<file path="config.mk">
export PLATFORM = sky130hd
export DESIGN_NAME = apb_requester
export DESIGN_NICKNAME = d
export VERILOG_FILES = /design/src/rtl/apb_requester.sv
export SDC_FILE = /design/constraint.sdc
export NUM_CORES = 1
export LEC_CHECK = 0
export ABC_CLOCK_PERIOD_IN_PS = 3800
export BUFFER_PORTS_ARGS = -buffer_cell sky130_fd_sc_hd__clkbuf_2
export CORE_MARGIN = 2
export CORE_UTILIZATION = 45
export CTS_BUF_LIST = sky130_fd_sc_hd__clkbuf_4
export DETAILED_ROUTE_END_ITERATION = 16
export GPL_TIMING_DRIVEN = 0
export PLACE_DENSITY = 0.82
export SETUP_SLACK_MARGIN = 0.5
export SYNTH_ARGS = -nofsm -noshare
export SYNTH_HDL_FRONTEND = slang
export SYNTH_SLANG_ARGS = --single-unit
</file>
<file path="constraint.sdc">
create_clock -name PCLK -period 3.8 [get_ports PCLK]
set_clock_uncertainty 0.2 [all_clocks]
set_input_delay 0.19 -clock PCLK [delete_from_list [all_inputs] [get_ports PCLK]]
set_output_delay 0.19 -clock PCLK [all_outputs]
set_load 0.01 [all_outputs]
</file>
<file path="src/rtl/apb_requester.sv">
// APB3 initiator: turns a valid/ready command stream into setup/access transfers and
// returns read data on a valid/ready response channel. Optional access timeout: APB_TIMEOUT_EN.
module apb_requester #(
  parameter int ADDR_W         = 5,
  parameter int TIMEOUT_CYCLES = 16
) (
  input  logic              PCLK,
  input  logic              PRESET,
  input  logic              cmd_valid,
  output logic              cmd_ready,
  input  logic              cmd_write,
  input  logic [ADDR_W-1:0] cmd_addr,
  input  logic [7:0]        cmd_wdata,
  output logic              rsp_valid,
  input  logic              rsp_ready,
  output logic [7:0]        rsp_rdata,
  output logic              rsp_err,
  output logic              PSEL,
  output logic              PENABLE,
  output logic              PWRITE,
  output logic [ADDR_W-1:0] PADDR,
  output logic [7:0]        PWDATA,
  input  logic [7:0]        PRDATA,
  input  logic              PREADY
);

  // state  | meaning
  // IDLE   | cmd_ready high, waiting for a command
  // SETUP  | APB setup phase (PSEL=1, PENABLE=0)
  // ACCESS | APB access phase, held while PREADY=0
  // RESP   | response presented until rsp_ready
  typedef enum logic [1:0] {ST_IDLE, ST_SETUP, ST_ACCESS, ST_RESP} state_t;

  state_t state, state_nxt;
  logic   timeout_hit;
  logic   access_done;

  if (TIMEOUT_CYCLES < 1 || TIMEOUT_CYCLES > 255) begin : g_bad_timeout
    $error("apb_requester: TIMEOUT_CYCLES must be in 1..255");
  end

  assign access_done = (state == ST_ACCESS) && PREADY;

`ifdef APB_TIMEOUT_EN
  logic [7:0] wait_cnt;

  // The limit is checked in the cycle after the last counted wait, so PREADY there still wins.
  assign timeout_hit = (state == ST_ACCESS) && !PREADY && (wait_cnt == 8'(TIMEOUT_CYCLES));

  always_ff @(posedge PCLK or posedge PRESET) begin
    if (PRESET) begin
      wait_cnt <= 8'd0;
    end else if (state == ST_SETUP) begin
      wait_cnt <= 8'd0;
    end else if ((state == ST_ACCESS) && !PREADY && !timeout_hit) begin
      wait_cnt <= wait_cnt + 8'd1;
    end
  end

  always_ff @(posedge PCLK or posedge PRESET) begin
    if (PRESET) begin
      rsp_err <= 1'b0;
    end else if (access_done) begin
      rsp_err <= 1'b0;
    end else if (timeout_hit) begin
      rsp_err <= 1'b1;
    end
  end
`else
  assign timeout_hit = 1'b0;
  assign rsp_err     = 1'b0;
`endif

  always_ff @(posedge PCLK or posedge PRESET) begin
    if (PRESET) state <= ST_IDLE;
    else        state <= state_nxt;
  end

  always_comb begin
    state_nxt = state;
    case (state)
      ST_IDLE:   if (cmd_valid) state_nxt = ST_SETUP;
      ST_SETUP:  state_nxt = ST_ACCESS;
      ST_ACCESS: if (access_done || timeout_hit) state_nxt = ST_RESP;
      ST_RESP:   if (rsp_ready) state_nxt = ST_IDLE;
      default:   state_nxt = ST_IDLE;
    endcase
  end

  // Handshake/bus strobes are registered from the next state so they are glitch-free.
  always_ff @(posedge PCLK or posedge PRESET) begin
    if (PRESET) begin
      cmd_ready <= 1'b1;
      PSEL      <= 1'b0;
      PENABLE   <= 1'b0;
      rsp_valid <= 1'b0;
    end else begin
      cmd_ready <= (state_nxt == ST_IDLE);
      PSEL      <= (state_nxt == ST_SETUP) || (state_nxt == ST_ACCESS);
      PENABLE   <= (state_nxt == ST_ACCESS);
      rsp_valid <= (state_nxt == ST_RESP);
    end
  end

  always_ff @(posedge PCLK or posedge PRESET) begin
    if (PRESET) begin
      PWRITE    <= 1'b0;
      PADDR     <= '0;
      PWDATA    <= 8'd0;
      rsp_rdata <= 8'd0;
    end else begin
      if ((state == ST_IDLE) && cmd_valid) begin
        PWRITE <= cmd_write;
        PADDR  <= cmd_addr;
        PWDATA <= cmd_wdata;
      end
      if (access_done) begin
        rsp_rdata <= PWRITE ? 8'd0 : PRDATA;
      end else if (timeout_hit) begin
        rsp_rdata <= 8'd0;
      end
    end
  end

endmodule

</file>
==> impl_metrics.ini <==
[outcome]
status = finished, final reports clean

[die]
die_w_um = 54.96
die_height_um = 54.96
io_pins = 54
dieArea_mm2 = 0.003021
num_rows = 18
core_mm2 = 0.002477
initial_utilization_pct = 47.17

[sta]
hold_viol_final = 0
fin_crit_sh_pct = 46.95
maxSlewHeadroom_pct = 31.87
setup_violations = 0
drv_slew = 0
tightest_slew_ns = 1.021
max_freq_mhz = 560.6
setup_tns_ns = 0
final.min_clock_period_ns = 1.784
grt_setup_unrepaired = no

[global_routing]
grt_usage_pct = 18.04
grt-ovfl-total = 0
grt_max_degree = 29
grt_first_pass_wirelength_um = 3801
antenna_found_initial = 0
first_global_vias = 881

[layout]
layout_commonest_cell = clkbuf_2
final_cell_mix = 52 x clkbuf_2, 27 x dfrtp_1, 23 x dlygate4sd3_1
diodes = 0
stdcell_area_mm2 = 0.001727
nets = 195
drive_gt1_share_pct = 47.56
area_growth_syn_to_layout_pct = 47.75

[synth]
netlist_area_mm2 = 0.001169
synthCells = 85
synthAdderAreaFrac_pct = 3.212
synth_nets = 115
ys_seq_area_share_pct = 60.06
synthMuxAreaShare_pct = 16.60
synth_compound_area_share_pct = 5.996
ys_seq_elements = 28
synth_cell_types = 21
synth-warning-count = 0
synth_top_family_by_area = multiplexers
synth_xor_xnor_area_share_pct = 0
synth_simple_gate_area_share_pct = 9.529
syn_avg_cell_area_um2 = 13.75

[detailed_routing]
dr.pass1.iters = 4
drc = 0
wirelength_um = 2593
dr.first_iter.drc_count = 2
drtAntennaViolNets = 0
viasPerCell = 4.644
wire_per_inst_um = 13.37
vias = 901

[worst_setup_path]
slowest_delay_ns = 0.41
cp-end-kind = flop
r2r_slack_ns = 2.02
path_cells = buf_6, nor3b_4, buf_8, mux2_4
cp_data_required_time_ns = 3.81
arrival_ns = 1.79
slowest_stage = nor3b_4
critical_path_buf_inv_count = 2
crit_family = simple AND/OR/NAND/NOR gates
critical_path_class = flop to flop
crit_path_max_fanout = 10
timing.rr.start = state[1]$_DFF_PP0_
cp-startpoint = state[1]$_DFF_PP0_
crit_path_start_kind = flop

[min_path]
hold_start = rsp_ready
hold_class = primary input to flop

[clock_network]
cts_tree = yes
cts_resized = 0
cts_max_level = 1
clockRootBuffer = clkbuf_4
cts.clk_slew.worst_paths_ns = 0.15
postCtsHoldBufs = 23
post-cts-setup-buffers = 0
cts_inserted_buffers = 3
cts_sinks = 28
clk_latency_ns = 0.32
cts_buffer_depth = 2

[place]
post-dp-hpwl_um = 1750
portBuffers = 52
place_area_mm2 = 0.001466
place.gp.congestion = 0.7001

[power_and_ir_drop]
ir_worst_vdd_v = 0.0004691
power_density_mw_per_mm2 = 675.7
switching_share_pct = 34.45
p_int_uw = 764.7
power_uw = 1167
pwr-share-comb_pct = 44.1
p_sw_uw = 402.0
pwr-share-clk_pct = 11.1
power_leakage_uw = 0.0008895
pwr-share-seq_pct = 44.9

[run]
maxCapViolCount = 0
## logic make-up (layout without fill, tap and decap cells)
family | count (synthesis) | in the layout
other | 1 | 1
muxes | 15 | 15
AOI/OAI and AO/OA | 12 | 12
adders and majority gates | 3 | 3
buffers and inverters | 7 | 86
DFF | 28 | 28
and+or+nand+nor | 19 | 19
## state kept, by name, indices dropped and copies added (netlist names)
signal	flops
PADDR	5
PSEL	1
rsp_rdata	8
PENABLE	1
rsp_valid	1
cmd_ready	1
PWDATA	8
PWRITE	1
state	2
## per-stage QoR
stage               util (%)  hold WS, ns  worst slack [ns]  cells
floorplan                  -      0.05467             2.141     85
CTS                    69.70      0.02752             2.001    194
global placement       59.19       0.2221             2.036    167
global route           69.70      0.05189             1.956    194
detailed placement     59.19       0.2297             2.026    167
finish                 69.70      0.02569             2.016    194
## final cells by class
cell class	instances	area (um^2)
inverter	3	11.26
tap	30	37.54
fill	200	750.7
timing repair buffer	75	490.5
sequential	28	701.9
multi-input combinational	50	416.7
clock buffer	4	30.03
buffer	4	38.79
## power groups by stage
stage / clock, uW / sequential (uW) / combinational [uW]
5_1_grt: 142 / 543 / 569
3_5_place_dp: 0 / 531 / 501
6_report: 129 / 523 / 514
4_1_cts: 132 / 526 / 521
2_1_floorplan: 0 / 582 / 250
3_3_place_gp: 0 / 519 / 481
## routing by layer
metal	global-route usage, %	wire (um)	vias up
met5	0	0	-
met4	3.659	0	0
met3	2.957	112	0
met2	36.71	1457	28
met1	19.12	1024	436
li1	-	-	437
## worst paths after layout
path / endpoint / cells past startpoint
hold / removal: state[1]$_DFF_PP0_ / 3
min in group asynchronous: rsp_rdata[2]$_DFFE_PP0P_ / 3
setup reg to reg: PWDATA[3]$_DFFE_PP0P_ / 4
max in group asynchronous: PADDR[3]$_DFFE_PP0P_ / 3
setup / recovery: PWDATA[3]$_DFFE_PP0P_ / 4
hold reg to reg: rsp_rdata[6]$_DFFE_PP0P_ / 2
## cell usage after synthesis
| library cell | count | area share (%) |
|---|---|---|
| mux2_2 | 7 | 6.7 |
| dfstp_2 | 1 | 2.2 |
| buf_4 | 1 | 0.64 |
| a21o_2 | 2 | 1.5 |
| mux2i_1 | 1 | 0.86 |
| nor3b_4 | 1 | 1.6 |
| nand3_1 | 1 | 0.43 |
| nand2b_1 | 8 | 4.3 |
| o21a_1 | 1 | 0.64 |
| nand3b_1 | 1 | 0.64 |
| conb_1 | 1 | 0.32 |
| buf_2 | 1 | 0.43 |
| mux2_4 | 7 | 9.0 |
| dfrtp_1 | 27 | 58 |
| ha_1 | 3 | 3.2 |
| buf_8 | 1 | 1.3 |
| a21oi_1 | 1 | 0.43 |
| inv_1 | 3 | 0.96 |
| nand2_1 | 8 | 2.6 |
| buf_6 | 1 | 0.96 |
| o21ai_0 | 8 | 3.4 |
## tightest hold or removal path, cell delays in order
cell      delay (ns)
clkbuf_2        0.09
nand3_1         0.07
o21a_1          0.15
(Power assumes the default switching activity.)
